**src/rtl/ula_seq.sv**
```systemverilog
// ============================================================================
// Module   : ula_seq
// Brief    : Registered ALU with a valid/ready handshake, status flags and an
//            optional iterative unsigned MUL/DIV (enabled by ULA_MULDIV_EN).
// Revision : 1.0
// ============================================================================
`default_nettype none

module ula_seq #(
  parameter int NBITS      = 8,
  parameter bit SIGNED_SLT = 1'b1
) (
  input  logic             clk_2,
  input  logic             reset_n,
  input  logic             in_valid,
  output logic             in_ready,
  input  logic [NBITS-1:0] a,
  input  logic [NBITS-1:0] b,
  input  logic [3:0]       op,
  output logic             out_valid,
  input  logic             out_ready,
  output logic [NBITS-1:0] result,
  output logic [NBITS-1:0] result_hi,
  output logic             flag_z,
  output logic             flag_n,
  output logic             flag_c,
  output logic             flag_v,
  output logic             flag_err
);

  localparam int SHW = $clog2(NBITS);

  localparam logic [3:0] c_OP_AND  = 4'h0;
  localparam logic [3:0] c_OP_OR   = 4'h1;
  localparam logic [3:0] c_OP_ADD  = 4'h2;
  localparam logic [3:0] c_OP_ZERO = 4'h3;
  localparam logic [3:0] c_OP_ANDN = 4'h4;
  localparam logic [3:0] c_OP_ORN  = 4'h5;
  localparam logic [3:0] c_OP_SUB  = 4'h6;
  localparam logic [3:0] c_OP_SLT  = 4'h7;
  localparam logic [3:0] c_OP_XOR  = 4'hA;
  localparam logic [3:0] c_OP_SHL  = 4'hB;
  localparam logic [3:0] c_OP_SHR  = 4'hC;

`ifdef ULA_MULDIV_EN
  localparam logic [3:0] c_OP_MUL  = 4'h8;
  localparam logic [3:0] c_OP_DIV  = 4'h9;
  typedef enum logic [1:0] {S_IDLE = 2'd0, S_BUSY = 2'd1, S_DONE = 2'd2} state_t;
`else
  typedef enum logic [1:0] {S_IDLE = 2'd0, S_DONE = 2'd2} state_t;
`endif

  state_t r_state;

  logic [NBITS-1:0] w_res;
  logic             w_c;
  logic             w_v;
  logic             w_err;
  logic             w_lt;
  logic [NBITS:0]   w_sum;
  logic [NBITS:0]   w_dif;

  always_comb begin
    w_res = '0;
    w_c   = 1'b0;
    w_v   = 1'b0;
    w_err = 1'b0;
    w_sum = {1'b0, a} + {1'b0, b};
    w_dif = {1'b0, a} - {1'b0, b};
    w_lt  = SIGNED_SLT ? ($signed(a) < $signed(b)) : (a < b);
    case (op)
      c_OP_AND:  w_res = a & b;
      c_OP_OR:   w_res = a | b;
      c_OP_ADD: begin
        w_res = w_sum[NBITS-1:0];
        w_c   = w_sum[NBITS];
        w_v   = (a[NBITS-1] == b[NBITS-1]) && (w_sum[NBITS-1] != a[NBITS-1]);
      end
      c_OP_ZERO: w_res = '0;
      c_OP_ANDN: w_res = a & ~b;
      c_OP_ORN:  w_res = a | ~b;
      c_OP_SUB: begin
        w_res = w_dif[NBITS-1:0];
        w_c   = w_dif[NBITS];
        w_v   = (a[NBITS-1] != b[NBITS-1]) && (w_dif[NBITS-1] != a[NBITS-1]);
      end
      c_OP_SLT:  w_res = {{(NBITS-1){1'b0}}, w_lt};
      c_OP_XOR:  w_res = a ^ b;
      c_OP_SHL:  w_res = a << b[SHW-1:0];
      c_OP_SHR:  w_res = a >> b[SHW-1:0];
      default:   w_err = 1'b1;
    endcase
  end

`ifdef ULA_MULDIV_EN
  // r_hi/r_lo: MUL = {partial product, multiplier}; DIV = {remainder, quotient}
  logic [NBITS-1:0] r_hi;
  logic [NBITS-1:0] r_lo;
  logic [NBITS-1:0] r_opa;
  logic [NBITS-1:0] r_opb;
  logic [SHW-1:0]   r_cnt;
  logic             r_div;
  logic [NBITS:0]   w_madd;
  logic [NBITS:0]   w_trial;
  logic [NBITS:0]   w_diff;
  logic [NBITS-1:0] w_hi_nxt;
  logic [NBITS-1:0] w_lo_nxt;

  always_comb begin
    w_madd  = {1'b0, r_hi} + (r_lo[0] ? {1'b0, r_opa} : {(NBITS+1){1'b0}});
    w_trial = {r_hi, r_lo[NBITS-1]};
    w_diff  = w_trial - {1'b0, r_opb};
    if (r_div) begin
      w_hi_nxt = w_diff[NBITS] ? w_trial[NBITS-1:0] : w_diff[NBITS-1:0];
      w_lo_nxt = {r_lo[NBITS-2:0], ~w_diff[NBITS]};
    end else begin
      w_hi_nxt = w_madd[NBITS:1];
      w_lo_nxt = {w_madd[0], r_lo[NBITS-1:1]};
    end
  end
`endif

  always_ff @(posedge clk_2 or negedge reset_n) begin
    if (!reset_n) begin
      r_state   <= S_IDLE;
      in_ready  <= 1'b1;
      out_valid <= 1'b0;
      result    <= '0;
      result_hi <= '0;
      flag_z    <= 1'b0;
      flag_n    <= 1'b0;
      flag_c    <= 1'b0;
      flag_v    <= 1'b0;
      flag_err  <= 1'b0;
`ifdef ULA_MULDIV_EN
      r_hi      <= '0;
      r_lo      <= '0;
      r_opa     <= '0;
      r_opb     <= '0;
      r_cnt     <= '0;
      r_div     <= 1'b0;
`endif
    end else begin
      case (r_state)
        S_IDLE: begin
          if (in_valid) begin
            in_ready <= 1'b0;
`ifdef ULA_MULDIV_EN
            if (op == c_OP_MUL || op == c_OP_DIV) begin
              r_state <= S_BUSY;
              r_div   <= (op == c_OP_DIV);
              r_opa   <= a;
              r_opb   <= b;
              r_cnt   <= '0;
              r_hi    <= '0;
              r_lo    <= (op == c_OP_DIV) ? a : b;
            end else
`endif
            begin
              r_state   <= S_DONE;
              out_valid <= 1'b1;
              result    <= w_res;
              result_hi <= '0;
              flag_z    <= (w_res == '0);
              flag_n    <= w_res[NBITS-1];
              flag_c    <= w_c;
              flag_v    <= w_v;
              flag_err  <= w_err;
            end
          end
        end
`ifdef ULA_MULDIV_EN
        S_BUSY: begin
          r_hi  <= w_hi_nxt;
          r_lo  <= w_lo_nxt;
          r_cnt <= r_cnt + 1'b1;
          if (r_cnt == SHW'(NBITS-1)) begin
            r_state   <= S_DONE;
            out_valid <= 1'b1;
            result    <= w_lo_nxt;
            result_hi <= w_hi_nxt;
            flag_z    <= r_div ? (w_lo_nxt == '0) : ({w_hi_nxt, w_lo_nxt} == '0);
            flag_n    <= w_lo_nxt[NBITS-1];
            flag_c    <= 1'b0;
            flag_v    <= 1'b0;
            flag_err  <= r_div && (r_opb == '0);
          end
        end
`endif
        S_DONE: begin
          if (out_ready) begin
            r_state   <= S_IDLE;
            out_valid <= 1'b0;
            in_ready  <= 1'b1;
          end
        end
        default: r_state <= S_IDLE;
      endcase
    end
  end

endmodule

`default_nettype wire

```
**config.mk**
```make
export PLATFORM = sky130hd
export DESIGN_NAME = ula_seq
export DESIGN_NICKNAME = d
export VERILOG_FILES = /design/src/rtl/ula_seq.sv
export SDC_FILE = /design/constraint.sdc
export NUM_CORES = 1
export LEC_CHECK = 0
export BUFFER_PORTS_ARGS = -buffer_cell sky130_fd_sc_hd__buf_2
export CAP_MARGIN = 30
export CORE_MARGIN = 1
export CORE_UTILIZATION = 40
export DETAILED_ROUTE_END_ITERATION = 7
export HOLD_SLACK_MARGIN = 0.08
export PLACE_DENSITY = 0.68
export SLEW_MARGIN = 20
export SYNTH_ARGS = -nofsm -noshare
export SYNTH_HDL_FRONTEND = slang
export SYNTH_SLANG_ARGS = --single-unit
export TNS_END_PERCENT = 20
```
**constraint.sdc**
```tcl
create_clock -name clk_2 -period 3.7 [get_ports clk_2]
set_clock_uncertainty 0.15 [all_clocks]
set_input_delay 0.185 -clock clk_2 [delete_from_list [all_inputs] [get_ports clk_2]]
set_output_delay 0.185 -clock clk_2 [all_outputs]
set_load 0.005 [all_outputs]
```
# ---- After elaboration in Yosys (flattened, before gate mapping)
# Index checks and enable logic that the tools add are counted.
dict set report classes {
  bitwise 6
  magnitude_cmp 1
  shifts 2
  n_addsub 2
  n_eq_ne 17
  reduce_logical 10
  mux 13
}
# cell count
set ops {}
lappend ops {{$pmux 8 s10} 1}
lappend ops {{$and 8x8->8} 2}
lappend ops {{$eq 4x3->1 const B} 4}
lappend ops {{$or 8x8->8} 2}
lappend ops {{$eq 4x4->1 const B} 3}
lappend ops {{$reduce_or 11->1} 1}
lappend ops {{$add 8x8->9} 1}
lappend ops {{$sub 8x8->9} 1}
lappend ops {{$eq 4x2->1 const B} 2}
lappend ops {{$logic_not 8->1} 1}
lappend ops {{$lt 8x8->1} 1}
lappend ops {{$not 8->8} 1}
lappend ops {{$pmux 1 s2} 4}
lappend ops {{$shl 8x3->8} 1}
lappend ops {{$shr 8x3->8} 1}
lappend ops {{$xor 8x8->8} 1}
lappend ops {{$mux 1} 5}
lappend ops {{$eq 4x1->1 const B} 1}
lappend ops {{$logic_not 4->1} 1}
lappend ops {{$mux 2} 2}
lappend ops {{$ne 2x2->1 const B} 2}
lappend ops {{$pmux 2 s2} 1}
lappend ops {{$reduce_and 2->1} 2}
lappend ops {{$ne 1x1->1} 3}
lappend ops {{other kinds (6)} 7}
dict set report totals {
  elab_cells 60
  reg_bits 17
  input_bits 24
  output_inout_bits 23
}

# ---- Logic depth before layout (Yosys ltp)
dict set report depth {
  word_depth 4
  ltp_mapped 11
  ltp_nobuf 11
}

# ---- Least setup slack after synthesis
# Ideal clock, no wire load.
dict set report synth_timing {
  path_kind {input to register}
  from {in b[2]}
  to {reg flag_z}
  path_buffers 2
  setup_time_ns 0.068
  t_arrival_ns 2.305
  required_ns 3.482
  setup_slack_ns 1.177
  path_stages 11
  cell_sequence {buf_2 inv_1 ha_1 buf_2 nor2_1 a221oi_1 nand3b_1 o211ai_1 or3_1 nor4_1 a32o_1}
}
dict set report synth_via {
  elab_chain_cells 4
  word_cells_on_any_way 13
  cone_classes {add/sub: 2; order compare: 1; shift: 2; mux: 1; bitwise: 6; reduce/logical: 1}
}
# element line_no
set synth_lines {}
lappend synth_lines {{start, declared} 18} ;# input logic [NBITS-1:0] b,
lappend synth_lines {{branches (longest 2 deep; another with $sub 8x8->9)} --}
lappend synth_lines {{$pmux 8 s10 *} 71} ;# case (op)
lappend synth_lines {{$logic_not 8->1 *} 164} ;# flag_z <= (w_res == '0);
lappend synth_lines {{end signal, assigned} 164}
lappend synth_lines {{end, declared} 24} ;# output logic flag_z,
# Mark *: on every way between the ends.
# A chain may end at the register's enable or synchronous reset.

# ---- Worst setup path after layout
dict set report layout_timing {
  from {in b[0]}
  to {reg flag_z}
}
# The elaborated chain is that of the path after synthesis.

==> run metrics <==
Syn Std Cell Area=2220 µm²; crit path launch=b[0]; most frequently used flop master after synthesis=dfrtp_1; Final Hold Vio Count=0; CP max stage cell=fa_1; Post-Synthesis Cells=265; # diodes=0; Final min period=2.85 ns; Hold Crit Class=in2reg; Distinct cells, synth=59; compound-gate portion of the synthesized area=23.9%; TritonCTS clock tree=built; Min-Delay Startpoint=op[3]; Slew HR=58.7%; layout cells sized above 1=19.5%; fin nets=337; initial antenna violation count=0; post-synthesis xor/xnor area fraction=4.74%; Die X=76.5 µm; vias per cell=5.87; most common cell in the netlist=nand2_1; FILL cells=524; wirelength, routed=5.76 mm; GR Overflow Total=0; Worst Path Required=3.73 ns; Inserted Clock Buffers=3; 1st-pass router iterations=4; Routed Antenna Nets=0; asr flop ratio synth=100%; Sequential cell area=352 µm²; Worst IR Drop VDD=0.171 mV; area grow syn2layout=11.2%; max cap viols=0; utilization after layout=47.1%; Sink Count=14; largest family of logic cells by synthesized area=compound AO/OA/AOI/OAI gates; First DRT Iteration DRCs=134; Reg clk slew, reported paths=0.05 ns; drt wl/cell=15.9 µm; Vias=2129; clk buf depth=2; Rows=26; area of the multi-input gates=1660 µm²; Setup CP Type=in2reg; fmax=351 MHz; Worst-Skew Late Latency=0.24 ns; clk root buf=clkbuf_8; adder-cell area share of the yosys netlist=15.1%; Die Height=76.5 µm; crit path cell chain=buf_2, ha_1, fa_1, nor3b_1, a211oi_1, xnor2_1, o22ai_1, or3_1, nor4_1, a32o_1; mux cell area share after synthesis=14.7%; RSZ-0062 raised after global routing=no; routability congestion estimate from global placement=0.936; Post-Place Cell Area=2370 µm²; vias in the first global route=1971; delay-heaviest family, CP=simple AND/OR/NAND/NOR gates; Synth top cells by count=nand2_1 (23), nor2_1 (21), inv_1 (20), ha_1 (17), dfrtp_1 (13); largest area contributor in the netlist=dfrtp_1; Post-synth EDFFs=0; sequential element share of the synthesized area=15.8%; crit-path max cell delay=0.43 ns; fin cells=363; Cell Pwr Density=268 nW/µm²; Mean Syn Cell Area=8.37 µm²; total negative slack=0 ns; hold_ws=0.178 ns; top post-synthesis cells by area=dfrtp_1 (15%), ha_1 (9.6%), mux4_2 (5.1%), mux2i_1 (4.5%), buf_4 (4.1%); crit path capture type=flip-flop; # H-tree levels=1; cell area after layout=2470 µm²; WP buf/inv=1; Total GRT Usage=20.2%; Core Box Area=5240 µm²; max-slew violation count=0; Die ar.=5850 µm²; status=complete, no violations; dpl cells=355; residual DRC count=0; Synth top area share=14.7%; post-CTS resize count=0; Final HPWL DP=4.50 mm; flops & latches, synth=14; CP Max Fanout=21; Critical R2R Launch=out_valid; final setup vio count=0; largest net degree at the start of global routing=23; Yosys warning count=0; IO Pins=47; port bufs=38; final worst path period share=76.9%; CP Launch Type=primary input; Leakage=1.14 nW; arrival time at the worst endpoint=2.88 ns; Initial Util=42.4%; first-pass GRT wire length=9.66 mm; Synth Area in Simple Gates=15.1%; slew at the pin with the worst max-slew slack=0.615 ns
==> power breakdown <==
| part | total [mW] | switching [mW] | internal [mW] |
|---|---|---|---|
| logic | 0.315 | 0.174 | 0.141 |
| clock network | 0.145 | 0.0509 | 0.0942 |
| registers | 0.202 | 0.0155 | 0.186 |
==> timing repair <==
action,CTS,global route
buffers inserted,0,0
hold endpoints to repair,16,0
setup endpoints to repair,0,0
hold buffers,4,0
==> layout by cell type, fill, tap and decap left out, types with 3 or more instances in the layout <==
cell type / netlist / layout
a221o_1: 3 / 3
xnor2_1: 4 / 4
dlygate4sd3_1: 0 / 4
a211oi_1: 5 / 5
nor2_1: 21 / 21
maj3_1: 7 / 7
mux2_2: 3 / 3
o21ai_0: 12 / 12
inv_1: 20 / 20
a21o_1: 5 / 5
nor3b_1: 3 / 3
buf_2: 6 / 38
a221oi_1: 5 / 5
a21oi_1: 12 / 12
dfrtp_1: 13 / 13
a31oi_1: 3 / 3
mux4_2: 5 / 5
xor2_1: 8 / 8
o2111ai_1: 4 / 4
or3_1: 3 / 3
nand2_1: 23 / 23
o221ai_1: 3 / 3
clkbuf_8: 0 / 4
mux2i_1: 10 / 10
mux4_1: 3 / 3
ha_1: 17 / 17
o31ai_1: 3 / 3
nor3_1: 5 / 5
conb_1: 1 / 8
a22oi_1: 4 / 4
==> layer usage <==
metal / GRT usage, % / vias to the layer above / part of all wire (%)
met5: 0 / - / 0
met4: 5.38 / 0 / 1.1
met3: 1.68 / 8 / 6.4
met2: 34.1 / 88 / 46
met1: 27.6 / 1015 / 46
li1: - / 1018 / -
==> cell type report <==
| type | count | area share (%) |
|---|---|---|
| Multi-Input combinational cell | 212 | 67.3 |
| Tap cell | 70 | 3.55 |
| Timing Repair Buffer | 43 | 9.63 |
| Clock buffer | 4 | 2.23 |
| Inverter | 20 | 3.04 |
| Sequential cell | 14 | 14.2 |
==> logic make-up (layout without fill, tap and decap cells) <==
logic type               after synthesis  count (layout)
flip-flops                            14              14
adder cells (fa/ha/maj)               27              27
AO/OA/AOI/OAI                         75              75
XOR/XNOR                              12              12
AND/OR/NAND/NOR                       69              69
buffers and inverters                 46              67
multiplexers                          21              21
other                                  1               8
==> flip-flops by register name, indices dropped and copies added (netlist names) <==
| name | count |
|---|---|
| flag_c | 1 |
| flag_err | 1 |
| flag_v | 1 |
| flag_z | 1 |
| in_ready | 1 |
| out_valid | 1 |
| result | 8 |
==> final timing paths <==
kind,end,slack [ns],cells past startpoint
max in group asynchronous,in_ready,2.90,2
worst max-delay path,flag_z,0.85,10
min in group asynchronous,result[3],0.22,2
worst min register to register,result[6],0.32,2
worst min-delay path,flag_err,0.18,3
worst max register to register,flag_z,1.27,7
==> per-stage QoR <==
stage | setup WS (ns) | total power [mW]
6_report | 0.854 | 0.662
2_1_floorplan | 1.18 | 0.416
4_1_cts | 0.875 | 0.664
5_1_grt | 0.659 | 0.709
3_5_place_dp | 0.625 | 0.510
3_3_place_gp | 0.718 | 0.504
==> worst min-delay path: stages <==
cell     delay (ns)
buf_2          0.19
nand2_1        0.08
o21ai_0        0.07
No activity file was read; power rests on OpenSTA's default activity.
